$ cat src/rtl/mic_capture_ctrl.sv
// mic_capture_ctrl
// Session controller for an I2S microphone receiver. While idle, the block
// holds the receiver in reset. A start command releases the receiver. The
// first DISCARD_COUNT strobes are dropped as warm-up. The block then captures
// sample_count samples (0 = until stop) into a small FIFO. The FIFO feeds a
// valid/ready stream to the downstream consumer.
//
// Ports:
//   clk, rst_n             system clock, asynchronous active-low reset
//   start, stop            one-cycle commands (start ignored while busy)
//   sample_count           samples to capture, latched on accepted start
//   rx_rst_n               active-low reset to the receiver
//   rx_data, rx_valid      sample stream from the receiver
//   m_data, m_valid, m_ready  downstream stream (FIFO head)
//   busy, done             session active / one-cycle end-of-session pulse
//   overflow               sticky: a sample was dropped on a full FIFO
//   captured               samples written to the FIFO this session
module mic_capture_ctrl #(
  parameter int DATA_SIZE     = 16,
  parameter int CNT_W         = 16,
  parameter int DISCARD_COUNT = 64,
  parameter int FIFO_DEPTH    = 4
) (
  input  logic                 clk,
  input  logic                 rst_n,
  input  logic                 start,
  input  logic                 stop,
  input  logic [CNT_W-1:0]     sample_count,
  output logic                 rx_rst_n,
  input  logic [DATA_SIZE-1:0] rx_data,
  input  logic                 rx_valid,
  output logic [DATA_SIZE-1:0] m_data,
  output logic                 m_valid,
  input  logic                 m_ready,
  output logic                 busy,
  output logic                 done,
  output logic                 overflow,
  output logic [CNT_W-1:0]     captured
);

  localparam int AW = $clog2(FIFO_DEPTH);
  localparam logic [CNT_W-1:0] DISC = CNT_W'(DISCARD_COUNT);

  typedef enum logic [1:0] {S_IDLE, S_WARMUP, S_CAPTURE, S_DRAIN} state_t;

  state_t                 r_state, w_next;
  logic [CNT_W-1:0]       r_latch, r_disc, r_sess, r_captured;
  logic                   r_overflow, r_done;
  logic                   w_done_set, w_rx_en;
  logic [DATA_SIZE-1:0]   r_mem [FIFO_DEPTH];
  logic [AW:0]            r_wp, r_rp;

  logic                   w_empty, w_full, w_pop, w_ev, w_push, w_drop, w_start;
  logic [CNT_W-1:0]       w_sess_nx, w_disc_nx;

  // The pointers carry one extra wrap bit so that the FIFO can tell full
  // from empty.
  assign w_empty   = (r_wp == r_rp);
  assign w_full    = (r_wp[AW] != r_rp[AW]) && (r_wp[AW-1:0] == r_rp[AW-1:0]);
  assign w_pop     = !w_empty && m_ready;
  assign w_ev      = (r_state == S_CAPTURE) && rx_valid;
  // A full FIFO still accepts a write when the head leaves in the same cycle.
  assign w_push    = w_ev && (!w_full || w_pop);
  assign w_drop    = w_ev && !w_push;
  assign w_start   = (r_state == S_IDLE) && start;
  assign w_disc_nx = r_disc + 1'b1;
  // The session counter saturates. This stops continuous mode from wrapping
  // onto a programmed count.
  assign w_sess_nx = (r_sess == '1) ? r_sess : r_sess + 1'b1;

  always_comb begin
    w_next     = r_state;
    w_done_set = 1'b0;
    w_rx_en    = 1'b0;
    unique case (r_state)
      S_IDLE: begin
        if (start) w_next = (DISCARD_COUNT == 0) ? S_CAPTURE : S_WARMUP;
      end
      S_WARMUP: begin
        w_rx_en = 1'b1;
        if (stop) begin
          w_next     = S_IDLE;
          w_done_set = 1'b1;
        end else if (rx_valid && w_disc_nx == DISC) begin
          w_next = S_CAPTURE;
        end
      end
      S_CAPTURE: begin
        w_rx_en = 1'b1;
        if (stop || (w_ev && r_latch != '0 && w_sess_nx == r_latch))
          w_next = S_DRAIN;
      end
      S_DRAIN: begin
        if (w_empty) begin
          w_next     = S_IDLE;
          w_done_set = 1'b1;
        end
      end
      default: w_next = S_IDLE;
    endcase
  end

  always_ff @(posedge clk or negedge rst_n) begin
    if (!rst_n) begin
      r_state    <= S_IDLE;
      r_done     <= 1'b0;
      r_latch    <= '0;
      r_disc     <= '0;
      r_sess     <= '0;
      r_captured <= '0;
      r_overflow <= 1'b0;
      r_wp       <= '0;
      r_rp       <= '0;
    end else begin
      r_state <= w_next;
      r_done  <= w_done_set;
      if (w_start) begin
        r_latch    <= sample_count;
        r_disc     <= '0;
        r_sess     <= '0;
        r_captured <= '0;
        r_overflow <= 1'b0;
      end else begin
        if (r_state == S_WARMUP && rx_valid) r_disc <= w_disc_nx;
        if (w_ev) r_sess <= w_sess_nx;
        if (w_push && r_captured != '1) r_captured <= r_captured + 1'b1;
        if (w_drop) r_overflow <= 1'b1;
      end
      if (w_push) r_wp <= r_wp + 1'b1;
      if (w_pop)  r_rp <= r_rp + 1'b1;
    end
  end

  // The storage needs no reset. The pointers define which entries are valid.
  always_ff @(posedge clk) begin
    if (w_push) r_mem[r_wp[AW-1:0]] <= rx_data;
  end

  assign m_valid  = !w_empty;
  assign m_data   = w_empty ? '0 : r_mem[r_rp[AW-1:0]];
  assign rx_rst_n = w_rx_en;
  assign busy     = (r_state != S_IDLE);
  assign done     = r_done;
  assign overflow = r_overflow;
  assign captured = r_captured;

endmodule

$ cat config.mk
export PLATFORM = sky130hd
export DESIGN_NAME = mic_capture_ctrl
export DESIGN_NICKNAME = d
export VERILOG_FILES = /design/src/rtl/mic_capture_ctrl.sv
export SDC_FILE = /design/constraint.sdc
export NUM_CORES = 1
export LEC_CHECK = 0
export BUFFER_PORTS_ARGS = -buffer_cell sky130_fd_sc_hd__buf_4
export CORE_MARGIN = 1
export CORE_UTILIZATION = 45
export CTS_CLUSTER_DIAMETER = 100
export CTS_CLUSTER_SIZE = 14
export DETAILED_ROUTE_END_ITERATION = 8
export GPL_ROUTABILITY_DRIVEN = 0
export MAX_ROUTING_LAYER = met4
export PLACE_DENSITY = 0.69
export SYNTH_ARGS = -nofsm -noshare
export SYNTH_HDL_FRONTEND = slang
export SYNTH_SLANG_ARGS = --single-unit
$ cat constraint.sdc
create_clock -name clk -period 5.15 [get_ports clk]
set_input_delay 0.515 -clock clk [delete_from_list [all_inputs] [get_ports clk]]
set_output_delay 0.515 -clock clk [all_outputs]
set_load 0.005 [all_outputs]
# Word-level counts from Yosys, hierarchy flattened
# Memories as Yosys holds them, arrays and structs flattened.
# Cells that the tools add are included.
dict set report classes {
  addsub 5
  n_eq_ne 14
  n_reduce_logical 25
  muxes 22
}
# op n
set ops {}
lappend ops {{$mux W16} 8}
lappend ops {{$add A16 B1 Y16 const B} 3}
lappend ops {{$eq A16 B16 Y1} 1}
lappend ops {{$eq A16 B16 Y1 const B} 1}
lappend ops {{$eq A16 B7 Y1 const B} 1}
lappend ops {{$ne A16 B16 Y1 const B} 1}
lappend ops {{$reduce_bool A16 Y1} 1}
lappend ops {{$logic_and A1 B1 Y1} 11}
lappend ops {{$mux W2} 5}
lappend ops {{$reduce_bool A2 Y1} 5}
lappend ops {{$pmux W2 S4} 1}
lappend ops {{$mux W1} 7}
lappend ops {{$add A3 B1 Y3 const B} 2}
lappend ops {{$eq A2 B2 Y1 const B} 2}
lappend ops {{$ne A2 B2 Y1 const B} 2}
lappend ops {{$reduce_and A4 Y1} 1}
lappend ops {{$eq A3 B3 Y1} 1}
lappend ops {{$logic_not A1 Y1} 3}
lappend ops {{$ne A3 B3 Y1 const B} 1}
lappend ops {{$eq A2 B1 Y1 const B} 1}
lappend ops {{$eq A2 B2 Y1} 1}
lappend ops {{$logic_not A2 Y1} 1}
lappend ops {{$logic_or A1 B1 Y1} 2}
lappend ops {{$ne A2 B1 Y1 const B} 1}
lappend ops {{3 further kinds} 3}
dict set report totals {
  output_inout_bits 37
  ramBits 64
  word_cells 76
  regBits 74
  memories 1
}
# name words width rd rd_clocked_by_memory_dff write_ports line_no
set mem_list {}
lappend mem_list {r_mem 4 16 1 0 1 50} ;# logic [DATA_SIZE-1:0] r_mem [FIFO_DEPTH];

# Depth between registers and ports, before layout
dict set report logic_depth {
  ltp_word 9
  ltp_mapped 12
  depth_no_buf 10
}

# Worst setup path before layout
# Ideal clock, no wire load.
dict set report synth_timing {
  path_kind {register to register}
  startpoint {reg r_sess[0]}
  endpoint {reg (tool-made name)}
  synth_period_minus_slack_ns 2.788
  arrival_time_ns 2.664
  slack_ns 2.362
  t_required_ns 5.026
  path_stages_with_launch 12
  setup_ns 0.124
  cell_sequence {dfrtp_1 ha_1 buf_2 nand4_4 nor4_4 buf_6 mux2i_1 nand4_1 a2111oi_4 o2111ai_1 a31o_1 a211o_1}
}
# item line_no
set synth_lines {}
lappend synth_lines {{from (decl)} 47} ;# logic [CNT_W-1:0] r_latch, r_disc, r_sess, r_captured;
lappend synth_lines {{from (signal assigned)} 125} ;# if (w_ev) r_sess <= w_sess_nx;

==> reports/qor.tcl <==
set qor(run_status) {complete, no violations}
set qor(syn-num-nets) 671
set qor(drtIter0Drc) 379
set qor(post_synth_main_area_contributors) {edfxtp_1, dfrtp_1, mux4_2}
set qor(fin_nets) 732
set qor(finalWirelength_um) 15250
set qor(cts_tree) {built}
set qor(met1_usage_pct) 26.37
set qor(core_region_area_mm2) 0.01537
set qor(min_period_over_period_pct) 66.01
set qor(transition_at_the_pin_with_the_smallest_max_transition_slack_ps) 949.3
set qor(port_buffers) 74
set qor(fillCellCount) 1276
set qor(synth_fa_ha_area_share_pct) 2.262
set qor(antenna_violations_before_repair) 0
set qor(cts_sinks) 138
set qor(critPathCaptureType) {flip-flop}
set qor(chipWidth_um) 128.4
set qor(post-synth-top-area-cell) {edfxtp_1}
set qor(final-setup-viol-count) 0
set qor(clock-skew-final_ps) 12.31
set qor(drc) 0
set qor(rsz_0062_raised_after_global_routing) {false}
set qor(root_buffer) {clkbuf_16}
set qor(max_freq_mhz) 294.2
set qor(global_route_wire_length_before_repair_um) 25720
set qor(setup.worst_path.class) {flip-flop to flip-flop}
set qor(dpl.hpwl_um) 10150
set qor(grt-busiest-layer) {met2}
set qor(main_combinational_cell_family_by_area_after_synthesis) {simple AND/OR/NAND/NOR gates}
set qor(netlist-cell-type-count) 70
set qor(worstPathMaxFanout) 11
set qor(leakagePower_nw) 3.307
set qor(post-cts-setup-buffer-count) 0
set qor(timing.critical_path.arrival_ps) 3710
set qor(design.die.area_mm2) 0.01649
set qor(holdBufCountCts) 0
set qor(timing_hold_violations_final) 0
set qor(maxCapViolations) 0
set qor(synth_area_in_compound_gates_pct) 7.101
set qor(detail_route.wl_per_cell_um) 16.85
set qor(power.density_mw_per_mm2) 407.1
set qor(post_synth_edffs) 64
set qor(clockBufferDepth) 2
set qor(syn_inst) 620
set qor(muxShareOfSynthArea_pct) 8.475
set qor(start_util_pct) 46.77
set qor(globalRouteMet3Util_pct) 5.364
set qor(grt_pass1_vias) 5156
set qor(ioPinCount) 75
set qor(final_layout_size_suffix_gt1_share_pct) 23.05
set qor(data_required_time_of_the_worst_path_ps) 5460
set qor(syn_to_final_growth_pct) 17.16
set qor(finalHoldWorstSlack_ps) 234.3
set qor(synth_flop_cell) {dfrtp_1}
set qor(worstSkewPairLatency_ps) 430
set qor(grt_max_degree) 75
set qor(synth_simple_gate_area_share_pct) 19.67
set qor(cts_repair_resize_count) 0
set qor(ys_seq_elements) 138
set qor(cp-start-kind) {flip-flop}
set qor(synth_top_cell_area_share_pct) 26.73
set qor(ir_worst_vdd_uv) 304.0
set qor(post_synth.cell_area_avg_um2) 11.60
set qor(layout.cells.most_common) {buf_4}
set qor(viasPerCell) 5.589
set qor(dr.pass1.iters) 4
set qor(hp-class) {input pin to async pin}
set qor(die_y_extent_um) 128.4
set qor(slew_headroom_pct) 36.71
set qor(setup_total_negative_slack_ps) 0
set qor(cts-buffers-inserted) 17
set qor(async_flop_share_pct) 53.62
set qor(mostFrequentLayoutCells) {buf_4, dfrtp_1, nor2_1, edfxtp_1, nand2_1}
set qor(synth-warning-count) 0
set qor(met2_usage_pct) 31.86
set qor(antennaDiodeCount) 0
set qor(core.rowCount) 45
set qor(drt.antenna.violating_nets) 0
set qor(grt.overflow.total) 0
set qor(post-route-min-period_ps) 3400
set qor(h_tree_levels) 4
set qor(path_clk_slew_ps) 60
set qor(synth-xor-area-share_pct) 6.822
set qor(grt_use_total_pct) 20.86
set qor(total_number_of_vias) 5058
set qor(timing_max_transition_violations_final) 0
set qor(yosysSeqAreaShare_pct) 52.49
set qor(synthesis.area_mm2) 0.007189
[worst max-delay path: stages (launching register included)]
cell       delay [ps]
dfrtp_1           440
ha_1              430
nand4_4           210
nor4_4            620
buf_4             300
a211oi_2           60
xnor2_1           150
nor4_2            260
o2111ai_1         230
a31o_1            300
a211o_1           290
[per-layer routing]
| metal | up-vias | wire length (um) | share of wire (%) |
|---|---|---|---|
| li1 | 2395 | - | - |
| met1 | 2522 | 7050 | 46 |
| met3 | 24 | 673 | 4.4 |
| met5 | - | 0 | 0 |
| met4 | 0 | 284 | 1.9 |
| met2 | 117 | 7237 | 47 |
[Yosys cell counts (15+ instances only)]
master and n:
edfxtp_1 64, nand2_1 48, mux4_2 16, and2_1 24, dfrtp_1 74, nand4_1 16, o21ai_0 16, clkbuf_1 16
a21oi_1 15, nor2_1 64, nand3_1 19, xor2_1 22, mux2_2 15, xnor2_1 34
[logic make-up (layout without fill, tap and decap cells)]
family	count (synthesis)	in the layout
flops	138	138
simple gates	256	256
compound gates	69	69
mux	39	39
fa+ha+maj	13	13
xor+xnor	56	56
buf+inv	49	123
[sequential cells by signal, summed over array words and instances, names as in the netlist, named ones only]
signal,cells
r_wp,3
r_state,1
overflow,1
r_rp,3
done,1
r_latch,16
r_sess,16
captured,16
r_mem,64
r_disc,16
[per-stage QoR]
stage,utilization [%],total power [W],area [um2],setup WS (ps),std cells
after floorplan,-,0.001948,7189,2362,620
after global placement,51.14,0.002268,7860,1986,873
after detailed placement,51.14,0.002279,7860,1852,873
after CTS,54.80,0.003460,8423,1799,905
after global routing,54.80,0.003599,8423,1516,905
final,54.80,0.003429,8423,1750,905
[layout make-up]
type	instances	area [um2]	area share, %
clock buffers	17	425.4	5.051
repair buffers	78	585.6	6.952
clock inverters	15	137.6	1.634
flip-flops and latches	138	3774	44.80
well taps	211	264.0	3.134
inverters	13	48.80	0.5793
multi-input cells	433	3188	37.85
[final timing paths]
kind                             startpoint      endpoint  slack [ps]  depth (start not counted)
worst max-delay path              r_sess[1]     flip-flop        1750                         10
worst min-delay path                  rst_n   r_latch[11]         230                          1
worst max register to register    r_sess[1]     flip-flop        1750                         10
worst min register to register     overflow      overflow         510                          2
max in group asynchronous             rst_n  captured[14]        4300                          1
min in group clk                rx_data[13]  r_mem[3][13]         280                          1
[where the power goes]
group          internal [W]  switching, W  leakage [nW]
registers           0.00125      0.000151          1.55
clock network      0.000671      0.000499         0.268
logic              0.000471      0.000389          1.49
Power figures use the tool's default switching activity.
